## config.mk

```make
export PLATFORM = sky130hd
export DESIGN_NAME = hazard_unit
export DESIGN_NICKNAME = d
export VERILOG_FILES = /design/src/rtl/hazard_unit.sv
export SDC_FILE = /design/constraint.sdc
export NUM_CORES = 1
export LEC_CHECK = 0
export ABC_AREA = 1
export BUFFER_PORTS_ARGS = -buffer_cell sky130_fd_sc_hd__buf_2
export CORE_ASPECT_RATIO = 0.9
export CORE_MARGIN = 2
export CORE_UTILIZATION = 54
export CTS_CLUSTER_SIZE = 8
export DETAILED_ROUTE_END_ITERATION = 10
export GPL_ROUTABILITY_DRIVEN = 0
export PLACE_DENSITY = 0.81
export RECOVER_POWER = 50
export SYNTH_ARGS = -nofsm -noshare
export SYNTH_HDL_FRONTEND = slang
export SYNTH_SLANG_ARGS = --single-unit
```

## constraint.sdc

```tcl
create_clock -name clk -period 1.9 [get_ports clk]
set_input_delay 0.095 -clock clk [delete_from_list [all_inputs] [get_ports clk]]
set_output_delay 0.095 -clock clk [all_outputs]
set_load 0.01 [all_outputs]
```

## src/rtl/hazard_unit.sv

```systemverilog
// Hazard controller for the 5-stage pipeline: forwarding, stalls, flushes.
// In: match vector, D-stage controls, CondExE, BranchTakenE. Out: Forward*, Stall*, Flush*, perf counters.
module hazard_unit #(
  parameter int CNT_W = 16
) (
  input  logic             clk,
  input  logic             reset,
  input  logic [4:0]       match,
  input  logic             RegWriteD,
  input  logic             MemtoRegD,
  input  logic             PCSrcD,
  input  logic             CondExE,
  input  logic             BranchTakenE,
  output logic [1:0]       ForwardAE,
  output logic [1:0]       ForwardBE,
  output logic             StallF,
  output logic             StallD,
  output logic             FlushD,
  output logic             FlushE,
  output logic [CNT_W-1:0] ldstall_cnt,
  output logic [CNT_W-1:0] brflush_cnt
);

  logic reg_write_e, memto_reg_e, pcsrc_e;
  logic reg_write_m, pcsrc_m;
  logic reg_write_w, pcsrc_w;
  logic reg_write_eq, pcsrc_eq;
  logic ldrstall, pc_wr_pending;

  assign reg_write_eq = reg_write_e & CondExE;
  assign pcsrc_eq     = pcsrc_e & CondExE;

  // Load-use check ignores CondExE on purpose: stalling is always safe.
  assign ldrstall      = match[0] & memto_reg_e & reg_write_e;
  assign pc_wr_pending = PCSrcD | pcsrc_e | pcsrc_m;

  assign StallF = ldrstall | pc_wr_pending;
  assign StallD = ldrstall;
  assign FlushD = pc_wr_pending | pcsrc_w | BranchTakenE;
  assign FlushE = ldrstall | BranchTakenE;

  // M has priority over W: it holds the younger result.
  always_comb begin
    ForwardAE = 2'b00;
    if (match[4] & reg_write_m)
      ForwardAE = 2'b10;
    else if (match[2] & reg_write_w)
      ForwardAE = 2'b01;
  end

  always_comb begin
    ForwardBE = 2'b00;
    if (match[3] & reg_write_m)
      ForwardBE = 2'b10;
    else if (match[1] & reg_write_w)
      ForwardBE = 2'b01;
  end

  always_ff @(posedge clk or posedge reset) begin
    if (reset) begin
      reg_write_e <= 1'b0;
      memto_reg_e <= 1'b0;
      pcsrc_e     <= 1'b0;
      reg_write_m <= 1'b0;
      pcsrc_m     <= 1'b0;
      reg_write_w <= 1'b0;
      pcsrc_w     <= 1'b0;
    end else begin
      if (FlushE) begin
        reg_write_e <= 1'b0;
        memto_reg_e <= 1'b0;
        pcsrc_e     <= 1'b0;
      end else begin
        reg_write_e <= RegWriteD;
        memto_reg_e <= MemtoRegD;
        pcsrc_e     <= PCSrcD;
      end
      reg_write_m <= reg_write_eq;
      pcsrc_m     <= pcsrc_eq;
      reg_write_w <= reg_write_m;
      pcsrc_w     <= pcsrc_m;
    end
  end

  always_ff @(posedge clk or posedge reset) begin
    if (reset) begin
      ldstall_cnt <= '0;
      brflush_cnt <= '0;
    end else begin
      if (ldrstall && (ldstall_cnt != '1))
        ldstall_cnt <= ldstall_cnt + CNT_W'(1);
      if (BranchTakenE && (brflush_cnt != '1))
        brflush_cnt <= brflush_cnt + CNT_W'(1);
    end
  end

endmodule

```

Word level (Yosys, flattened, before mapping) --
Index checks and enable logic that the tools add are counted.
Storage, ports and cells: bits of input ports 12, output and inout bits 40, memory bits (read-only) 0, memories 0, logic and storage cells 36, RAM bits 0, register bits 39, bits in latches 0
Operators by class: shifts and indexed selects 0, bitwise logic cells 14, divide/modulo/power cells 0, multipliers 0, eq/ne operators 2, add/sub/neg operators 2, $lt $le $gt $ge 0, mux-type cells 7, reduce and logical (&&, ||, !) cells 2
Operators with widths (number):
- adder 16 x 1 -> 16 bit (second input constant) | 2
- != test 16 bit (second input constant) | 2
- bitwise AND 1 bit | 8
- bitwise OR 1 bit | 6
- 2-to-1 mux 1 bit | 5
- 2-to-1 mux 2 bit | 2
- logical AND 1 bit | 2

Longest topological paths before layout --
Gate-level depths: netlist (run 1).
depth in word-level cells 4, depth in mapped cells 9, gate-level depth less buffers 9

Worst setup path after synthesis (run 1) --
No wires, ideal clock.
path kind reg2reg, start register ldstall_cnt[1], end register ldstall_cnt[10], period minus slack after synthesis 1.444 ns, buffers on the path 1, cell stages (with the launch flop) 10, setup time 0.118 ns, data required time 1.782 ns, path slack 0.456 ns, arrival 1.327 ns, path through dfrtp_1 -> ha_1 -> nand3_2 -> inv_2 -> nand2_2 -> nor2_4 -> nor2_2 -> buf_6 -> nand2_2 -> o21ai_2
On the way: longest elaborated chain between the ends 2, elaborated cells on any way between the ends 3, classes of those cells add/sub: 1; eq/ne: 1; reduce/logical: 1
Ends and longest elaborated chain:
- from (decl) | RTL line 20 | output logic [CNT_W-1:0] ldstall_cnt,
- from (signal assigned) | RTL line 91 | ldstall_cnt <= ldstall_cnt + CNT_W'(1);
- branches (longest 2 deep; another with adder 16 x 1 -> 16 bit)
Several ways; the timed one is not identified. A chain may end at the register's enable or synchronous reset.

Worst setup path in the final report (run 1) --
start register reg_write_e, end output FlushE
On the way: longest elaborated chain between the ends 2
Ends and longest elaborated chain:
- from (decl) | RTL line 24 | logic reg_write_e, memto_reg_e, pcsrc_e;
- from (signal assigned) | RTL line 74 | reg_write_e <= RegWriteD;
- bitwise AND 1 bit | RTL line 34 | assign ldrstall = match[0] & memto_reg_e & reg_write_e;
- bitwise OR 1 bit | RTL line 40 | assign FlushE = ldrstall | BranchTakenE;
- to (decl) | RTL line 19 | output logic FlushE,
No other way between the ends.

==> results of run 1 <==
## where the power goes
| part | switching (mW) | leakage (nW) | internal [mW] |
|---|---|---|---|
| Clock | 0.308 | 0.0505 | 0.330 |
| Sequential | 0.110 | 0.521 | 0.912 |
| Combinational | 0.219 | 0.818 | 0.147 |
| Total | 0.637 | 1.39 | 1.39 |
## what timing repair did
action                                 in CTS  in global routing
resized for setup                           0                  0
endpoints found under the hold margin      42                  0
hold buffers                                3                  0
## sequential cells by signal, summed over array words and instances, names as in the netlist
name	flops
reg_write_e	1
pcsrc_e	1
ldstall_cnt	16
pcsrc_w	1
pcsrc_m	1
reg_write_w	1
brflush_cnt	16
reg_write_m	1
memto_reg_e	1
## how the worst max path moves through the flow
stage / startpoint / to / slack [ns] / cells after the start
final: reg_write_e$_DFF_PP0_ / FlushE / 0.29 / 4
after CTS: reg_write_e$_DFF_PP0_ / FlushE / 0.29 / 4
after global routing: reg_write_e$_DFF_PP0_ / FlushE / 0.19 / 4
after floorplan: ldstall_cnt[1]$_DFFE_PP0P_ / ldstall_cnt[10]$_DFFE_PP0P_ / 0.46 / 9
after global placement: ldstall_cnt[0]$_DFFE_PP0P_ / ldstall_cnt[11]$_DFFE_PP0P_ / 0.42 / 9
after detailed placement: ldstall_cnt[1]$_DFFE_PP0P_ / ldstall_cnt[11]$_DFFE_PP0P_ / 0.34 / 9
## worst max-delay path, cell delays in order (launching register included)
cell and delay (ns):
dfrtp_1 0.38, nand3_1 0.21, inv_1 0.14, or2_2 0.33, buf_2 0.15
## Yosys cell counts
library cell,instances
nand3b_1,5
or2_2,1
dfrtp_1,39
nor2b_1,1
o21ai_1,1
nor2_4,3
a21oi_1,2
nor2_2,9
nand2_4,3
nand2_1,114
nor3_1,4
buf_6,2
xor2_1,2
nand3_1,16
inv_2,3
o21ai_0,9
inv_1,39
nor2_1,33
xnor2_1,3
nand3_2,1
ha_1,2
nand4_1,13
o21ai_2,3
nand2_2,10
## per-layer routing
layer	part of all wire [%]	vias to the layer above	global-route usage, %
met5	0	-	0
met4	0.93	0	8.565
met2	46	54	37.27
met1	48	989	32.25
li1	-	1113	-
met3	5.3	7	4.878
## cells by family after synthesis
family | after synthesis | share of synthesized area, %
buf+inv | 44 | 7.864
simple gates | 213 | 42.76
xor+xnor | 5 | 1.912
fa+ha+maj | 2 | 1.092
compound gates | 15 | 3.768
flops | 39 | 42.60
## cell usage in the layout, fill, tap and decap left out
cell and n:
nand2_1 114, inv_1 39, dfrtp_1 39, buf_2 34, nor2_1 33, clkbuf_1 17, nand3_1 16, nand4_1 13
nand2_2 10, nor2_2 9, o21ai_0 9, clkbuf_8 7, nand3b_1 5, nor3_1 4, nor2_4 3, inv_2 3
nand2_4 3, xnor2_1 3, o21ai_2 3, dlygate4sd3_1 3, a21oi_1 2, xor2_1 2, ha_1 2, nand3_2 1
o21ai_1 1, or2_2 1, nor2b_1 1, clkinvlp_4 1, buf_4 1, clkbuf_2 1
## final cells by class
| type | instances | area (um2) | share of cell area [%] |
|---|---|---|---|
| multi-input combinational | 235 | 1135 | 41.89 |
| sequential | 39 | 975.9 | 36.03 |
| timing repair buffer | 56 | 276.5 | 10.21 |
| inverter | 42 | 157.7 | 5.820 |
| clock buffer | 7 | 96.34 | 3.557 |
| tap | 48 | 60.06 | 2.217 |
| clock inverter | 1 | 7.507 | 0.2771 |
==> results.py, run 1 <==
metrics = {
    "logic_synthesis": {
        "avgSynthCellArea_um2": 7.204,
        "ys_seq_area_share_pct": 42.60,
        "synthesis.nets": 332,
        "yosysTopAreaCellShare_pct": 42.60,
        "ys_top_cells_by_area": "dfrtp_1 43%, nand2_1 19%, inv_1 6.4%, nor2_1 5.4%, nand4_1 3.5%",
        "syn-cell-area_um2": 2291,
        "yosys_register_bits": 39,
        "synth_top_area_cell": "dfrtp_1",
        "yosysUniqueCellTypes": 24,
        "yosys_warnings": 0,
        "syn-instance-count": 318,
    },
    "final_layout": {
        "post-route-cell-area_um2": 2709,
        "syn_to_final_growth_pct": 18.24,
        "diodes": 0,
        "postLayoutCoreUtil_pct": 66.49,
        "drive_gt1_share_pct": 20.26,
        "n_fill_cell": 372,
        "nNetsFinal": 393,
        "finalNonFillerCells": 428,
    },
    "worst_setup_path": {
        "rrSetupSlack_ns": 0.34,
        "end_kind": "output port",
        "startpoint_type": "register",
        "reg2reg_depth": 9,
        "cp_max_fo": 5,
        "critical_path_class": "reg2out",
        "cp_data_required_time_ns": 1.80,
        "arrival_ns": 1.51,
        "r2r-start": "ldstall_cnt[1]$_DFFE_PP0P_",
        "regToRegEndpoint": "ldstall_cnt[11]$_DFFE_PP0P_",
    },
    "route": {
        "dr.pass1.iters": 4,
        "routed_wl_um": 5054,
        "via_count": 2163,
        "drt-vias-per-instance": 5.054,
        "drc": 0,
        "drt-initial-drc-count": 136,
        "ant_nets": 0,
        "wl_per_cell_um": 11.81,
    },
    "sta": {
        "timing.final.crit_share_pct": 84.67,
        "fmax_ghz": 0.6216,
        "grt_setup_unrepaired": "false",
        "report.final.hold_viol_count": 0,
        "slew_viol_final": 0,
        "setup_ws_ns": 0.2913,
        "period_minus_slack_ns": 1.609,
        "tightestPinTransition_ns": 0.9541,
        "finalSetupViolCount": 0,
        "setup_tns_ns": 0,
        "slew_headroom_pct": 36.39,
        "fin_hold_ws_ns": 0.008720,
        "skew_ns": 0.003959,
    },
    "placement": {
        "dp_hpwl_um": 3800,
        "place_area_um2": 2599,
        "pre_cts_slack_ns": 0.3372,
        "io_buffer_count": 51,
        "dpl.cell_count": 417,
    },
    "cts": {
        "cts_inserted_buffers": 5,
        "cts_tree": "yes",
        "clock-sinks": 39,
        "clk_path_buf_depth": 2,
        "cts_max_level": 2,
        "post-cts-setup-buffers": 0,
        "clk_latency_ns": 0.30,
        "clk_pin_slew_ns": 0.08,
        "cts-root-buf": "clkbuf_8",
    },
    "global_route": {
        "antenna_found_initial": 0,
        "gr-total-overflow": 0,
        "grt_first_pass_wirelength_um": 8700,
        "grt_max_degree": 40,
        "grt_usage_pct": 23.64,
        "grt_pass1_vias": 1987,
    },
    "flow_run": {
        "cap_violations": 0,
    },
    "run_status": {
        "status": "finished clean",
    },
    "floorplan": {
        "num_io_pins": 52,
        "fp.dieH_um": 65.79,
        "start_util_pct": 56.23,
        "core_um2": 4074,
        "fp.dieArea_um2": 4780,
        "die_x_um": 72.66,
        "rows": 22,
    },
    "power": {
        "p_leak_nw": 1.390,
        "vdd_drop_max_mv": 0.6475,
        "total_power_mw": 2.026,
        "p_per_area_nw_per_um2": 747.9,
    },
    "hold_path": {
        "hold_end": "pcsrc_e$_DFF_PP0_",
        "min_from": "PCSrcD",
        "hold-path-cell-count": 3,
        "hold_path_class": "in2reg",
    },
}
No activity file was read; power rests on OpenSTA's default activity.
==> run 2, diff against run 1 <==
==> constraint.sdc (replaced) <==
create_clock -name clk -period 1.5 [get_ports clk]
set_input_delay 0.075 -clock clk [delete_from_list [all_inputs] [get_ports clk]]
set_output_delay 0.075 -clock clk [all_outputs]
set_load 0.01 [all_outputs]
==> run 2 against run 1 <==
  * Global-route usage is 0.49 points lower
  * Non-clock buffer count is 17 higher
  * Critical path type unchanged
  * Highest routed layer unchanged
  * Worst hold slack better by 0.15 ns
  * Sequential cell count stayed put
==> results.py, run 2 (synthesis gave the netlist of run 1 again) <==
metrics = {
    "placement": {
        "dpl.cell_count": 427,
        "dp_hpwl_um": 3933,
        "io_buffer_count": 51,
    },
    "worst_setup_path": {
        "end_kind": "output port",
        "arrival_ns": 1.39,
        "startpoint_type": "register",
        "slowest_delay_ns": 0.41,
        "critical_path_class": "reg2out",
        "cp_data_required_time_ns": 1.42,
        "path_cells": "nand3_4 -> inv_2 -> or2_2 -> buf_2",
        "cp_max_fo": 5,
        "worst_path_max_delay_cell": "dfrtp_1",
    },
    "run_status": {
        "status": "finished clean",
    },
    "route": {
        "dr.pass1.iters": 4,
        "wl_per_cell_um": 12.00,
        "drc": 0,
        "drt-initial-drc-count": 172,
        "drt-vias-per-instance": 5.092,
        "via_count": 2266,
        "routed_wl_um": 5340,
        "ant_nets": 0,
    },
    "final_layout": {
        "reg_top3": "brflush_cnt x16, ldstall_cnt x16",
        "postLayoutCoreUtil_pct": 71.47,
        "n_fill_cell": 333,
        "syn_to_final_growth_pct": 27.09,
        "finalNonFillerCells": 445,
        "diodes": 0,
        "layout_common_cells": "113 x nand2_1, 50 x buf_2, 38 x inv_1, 35 x dfrtp_1, 32 x nor2_1",
        "final_common_cell": "nand2_1",
        "drive_gt1_share_pct": 28.97,
        "nNetsFinal": 410,
    },
    "sta": {
        "fmax_ghz": 0.6838,
        "slew_viol_final": 0,
        "skew_ns": 0.004347,
        "period_minus_slack_ns": 1.462,
        "report.final.hold_viol_count": 0,
        "grt_setup_unrepaired": "true",
        "timing.final.crit_share_pct": 97.50,
        "slew_headroom_pct": 67.19,
        "finalSetupViolCount": 0,
        "tightestPinTransition_ns": 0.4922,
    },
    "global_route": {
        "antenna_found_initial": 0,
        "grt_pass1_vias": 2043,
        "grt_max_degree": 40,
        "grt_first_pass_wirelength_um": 8652,
        "gr-total-overflow": 0,
        "grt_usage_pct": 23.14,
    },
    "power": {
        "p_leak_nw": 1.531,
        "vdd_drop_max_mv": 0.7283,
        "p_per_area_nw_per_um2": 879.9,
        "intPower_mw": 1.766,
        "combPwrFrac_pct": 23.8,
        "seqPwrFrac_pct": 50.0,
        "p_clk_share_pct": 26.2,
        "switchingPower_mw": 0.7961,
        "switching_share_pct": 31.08,
    },
    "floorplan": {
        "core_um2": 4074,
        "fp.dieH_um": 65.79,
        "die_x_um": 72.66,
        "rows": 22,
        "start_util_pct": 56.23,
        "num_io_pins": 52,
        "fp.dieArea_um2": 4780,
    },
    "cts": {
        "clk_latency_ns": 0.29,
        "cts_tree": "yes",
        "cts-root-buf": "clkbuf_8",
        "cts_max_level": 2,
        "clk_path_buf_depth": 2,
        "cts_inserted_buffers": 5,
        "clock-sinks": 39,
        "clk_pin_slew_ns": 0.07,
    },
    "hold_path": {
        "hold_path_class": "in2reg",
    },
    "flow_run": {
        "cap_violations": 0,
    },
}
## run 2: cell count changes in the layout (fill, tap and decap cells not counted), sizes merged
cell / before / now
buf: 35 / 67
clkbuf: 25 / 8
dlygate4sd3: 3 / 5
clkinv: 0 / 1
clkinvlp: 1 / 0
## run 2: layer usage
metal,vias to the layer above,GRT usage [%],routed length (um)
li1,1150,-,-
met1,1043,29.93,2499
met2,71,37.05,2479
met3,2,7.165,335
met4,0,7.407,25
met5,-,0,0
## run 2: power by group through the flow
| stage | Clock (mW) | Sequential (mW) | Combinational [mW] |
|---|---|---|---|
| after global placement | 0 | 1.28 | 0.551 |
| final | 0.672 | 1.28 | 0.609 |
| after CTS | 0.690 | 1.27 | 0.575 |
| after floorplan | 0 | 1.33 | 0.258 |
| after global routing | 0.740 | 1.30 | 0.681 |
| after detailed placement | 0 | 1.29 | 0.564 |
## run 2: layout make-up
cell class              count  area [um2]  area share, %
clock buffers               7       76.32          2.621
repair buffers             73       456.7          15.69
inverters                  42       157.7          5.415
flip-flops and latches     39       980.9          33.69
well taps                  48       60.06          2.063
clock inverters             1       5.005         0.1719
multi-input cells         235        1175          40.35
## run 2: what timing repair did
action	CTS	global route
pin swaps	0	1
endpoints found under the hold margin	43	1
hold buffers	4	1
setup endpoints to repair	1	14
resized for setup	2	11
setup buffers	0	5
## run 2: final timing paths
check	startpoint	end	depth (start not counted)	slack [ns]
setup / recovery	reg_write_e$_DFF_PP0_	FlushE	4	0.04
hold / removal	BranchTakenE	brflush_cnt[9]$_DFFE_PP0P_	4	0.16
setup reg to reg	brflush_cnt[14]$_DFFE_PP0P_	brflush_cnt[7]$_DFFE_PP0P_	8	0.10
hold reg to reg	pcsrc_m$_DFF_PP0_	pcsrc_w$_DFF_PP0_	0	0.39
max in group asynchronous	reset	ldstall_cnt[3]$_DFFE_PP0P_	4	0.69
min in group asynchronous	reset	reg_write_w$_DFF_PP0_	4	0.43
## run 2: worst max-delay path: cells and delay by family, from the launching register on
kind | cells | cell delay [ns]
DFF | 1 | 0.41
buffers and inverters | 2 | 0.23
and+or+nand+nor | 2 | 0.46
## run 2: metrics by stage
stage	total power [mW]	area (um2)	hold WS (ns)	TNS [ns]	setup WS, ns
after detailed placement	1.851	2686	0.2203	0	0.04332
final	2.562	2912	0.1634	0	0.03754
after global placement	1.831	2686	0.2150	0	0.07548
after CTS	2.533	2813	0.003333	0	0.003457
after global routing	2.716	2912	0.1736	-0.1388	-0.02552
after floorplan	1.592	2291	0.1789	0	0.05570
==> run 3, diff against run 2 <==
--- a/config.mk
+++ b/config.mk
@@ -9,11 +9,11 @@
 export BUFFER_PORTS_ARGS = -buffer_cell sky130_fd_sc_hd__buf_2
 export CORE_ASPECT_RATIO = 0.9
 export CORE_MARGIN = 2
-export CORE_UTILIZATION = 54
+export CORE_UTILIZATION = 49
 export CTS_CLUSTER_SIZE = 8
 export DETAILED_ROUTE_END_ITERATION = 10
 export GPL_ROUTABILITY_DRIVEN = 0
-export PLACE_DENSITY = 0.81
+export PLACE_DENSITY = 0.77
 export RECOVER_POWER = 50
 export SYNTH_ARGS = -nofsm -noshare
 export SYNTH_HDL_FRONTEND = slang
==> constraint.sdc (replaced) <==
create_clock -name clk -period 1.2 [get_ports clk]
set_input_delay 0.06 -clock clk [delete_from_list [all_inputs] [get_ports clk]]
set_output_delay 0.06 -clock clk [all_outputs]
set_load 0.01 [all_outputs]
==> run 3 against run 2 <==
  * The run now ends with negative setup slack left
  * Non-clock buffer count grew 79
  * Clock power increased by 100%
  * Design area is 40% higher
  * Core utilization is 20 points higher
  * Clock skew rose by 0.010 ns
  * Largest cell class unchanged
  * First-iteration DRC count is 100% higher
  * Critical path type is now reg2reg
==> results.py, run 3 (synthesis gave the netlist of run 1 again) <==
metrics = {
    "global_route": {
        "use_met3_pct": 4.948,
        "use_met1_pct": 34.78,
        "grt.met2_usage_pct": 62.61,
        "antenna_found_initial": 0,
        "busiest_layer": "met2",
        "grt_first_pass_wirelength_um": 13020,
        "gr-total-overflow": 0,
        "grt_max_degree": 24,
        "grt_usage_pct": 32.11,
        "grt_pass1_vias": 2788,
    },
    "placement": {
        "io_buffer_count": 51,
        "dp_hpwl_um": 4823,
        "pre_cts_slack_ns": -0.1499,
    },
    "power": {
        "vdd_drop_max_mv": 0.8354,
        "total_power_mw": 4.363,
        "p_per_area_nw_per_um2": 1067,
        "p_leak_nw": 2.102,
    },
    "floorplan": {
        "core_um2": 4489,
        "fp.dieArea_um2": 5239,
        "start_util_pct": 51.03,
        "die_x_um": 76.08,
        "rows": 23,
        "fp.dieH_um": 68.87,
        "num_io_pins": 52,
    },
    "route": {
        "ant_nets": 0,
        "via_count": 3155,
        "routed_wl_um": 10780,
        "dr.pass1.iters": 6,
        "drt-initial-drc-count": 345,
        "wl_per_cell_um": 19.96,
        "drc": 0,
        "drt-vias-per-instance": 5.843,
    },
    "worst_setup_path": {
        "critical_path_class": "reg2reg",
        "arrival_ns": 1.68,
        "end_kind": "register",
        "cp_data_required_time_ns": 1.39,
        "rrSetupSlack_ns": -0.29,
        "cp_max_fo": 5,
        "startpoint_type": "register",
    },
    "final_layout": {
        "drive_gt1_share_pct": 55.02,
        "final_common_cell": "nand2_1",
        "postLayoutCoreUtil_pct": 91.08,
        "reg_top3": "brflush_cnt x16, ldstall_cnt x16",
        "syn_to_final_growth_pct": 78.48,
        "layout_common_cells": "79 x nand2_1, 74 x buf_4, 45 x buf_2, 35 x dfrtp_1, 34 x nand2_2",
        "nNetsFinal": 491,
        "diodes": 0,
    },
    "sta": {
        "report.final.hold_viol_count": 0,
        "period_minus_slack_ns": 1.487,
        "slew_headroom_pct": 58.66,
        "grt_setup_unrepaired": "true",
        "fmax_ghz": 0.6726,
        "finalSetupViolCount": 35,
        "slew_viol_final": 0,
        "timing.final.crit_share_pct": 123.9,
        "setup_tns_ns": -6.947,
        "fin_hold_ws_ns": 0.1870,
        "tightestPinTransition_ns": 0.6200,
        "setup_ws_ns": -0.2867,
        "skew_ns": 0.01440,
    },
    "cts": {
        "clock-sinks": 39,
        "clk_pin_slew_ns": 0.10,
        "cts-root-buf": "clkbuf_8",
        "cts_inserted_buffers": 5,
        "clk_path_buf_depth": 2,
        "cts_tree": "yes",
        "clk_latency_ns": 0.31,
        "cts_max_level": 2,
    },
    "flow_run": {
        "cap_violations": 0,
    },
    "hold_path": {
        "hold_path_class": "in2async",
    },
    "run_status": {
        "violations": "negative setup slack",
        "status": "finished with violations",
    },
}
run 3: cell count changes in the layout (fill, tap and decap cells not counted), sizes merged:
cell / change
bufinv: +2
nand2: +2
clkinv: -1
buf: +76
clkbuf: +2
run 3: metal layers:
metal | up-vias | wire [um]
met1 | 1465 | 3648
met2 | 269 | 5358
met4 | 0 | 868
li1 | 1313 | -
met5 | - | 0
met3 | 108 | 902
run 3: critical path: stages, from the launching register on:
cell	delay [ns]
dfrtp_2	0.43
ha_4	0.18
nand3_4	0.10
inv_2	0.09
nand2_4	0.06
nor2_4	0.16
nor2_4	0.07
clkbuf_16	0.16
nand2_1	0.07
nand2_1	0.06
run 3: what timing repair did:
| action | CTS | global route |
|---|---|---|
| gates cloned | 2 | 1 |
| hold buffers | 5 | 0 |
| pin swaps | 22 | 37 |
| endpoints found under the setup margin | 36 | 38 |
| gates resized for setup | 66 | 65 |
| endpoints found under the hold margin | 44 | 0 |
| setup buffers | 14 | 13 |
run 3: stage by stage:
stage                     cell area, um2  cells
after floorplan                     2337    318
after global placement              3191    498
after detailed placement            3191    498
after CTS                           3742    527
after global routing                4089    540
final                               4089    540
run 3: path summary, 6_finish.rpt:
path                                                   end  cells after the start                        from
worst max register to register  ldstall_cnt[1]$_DFFE_PP0P_                      9  ldstall_cnt[0]$_DFFE_PP0P_
worst max-delay path            ldstall_cnt[1]$_DFFE_PP0P_                      9  ldstall_cnt[0]$_DFFE_PP0P_
worst min-delay path                 reg_write_w$_DFF_PP0_                      3                       reset
max in group asynchronous       brflush_cnt[0]$_DFFE_PP0P_                      4                       reset
worst min register to register       reg_write_w$_DFF_PP0_                      0       reg_write_m$_DFF_PP0_
min in group clk                brflush_cnt[1]$_DFFE_PP0P_                      4                BranchTakenE
run 3: area by class of cell:
type	instances	area, um2
flip-flops and latches	39	980.9
repair buffers	152	1165
inverters	42	170.2
clock inverters	2	60.06
clock buffers	6	72.57
fillers	175	400.4
multi-input cells	237	1563
well taps	62	77.57
run 3: where the power goes:
group	internal [mW]	switching [mW]
combinational	0.680	0.721
sequential	1.45	0.158
clock	0.833	0.523
total	2.96	1.40
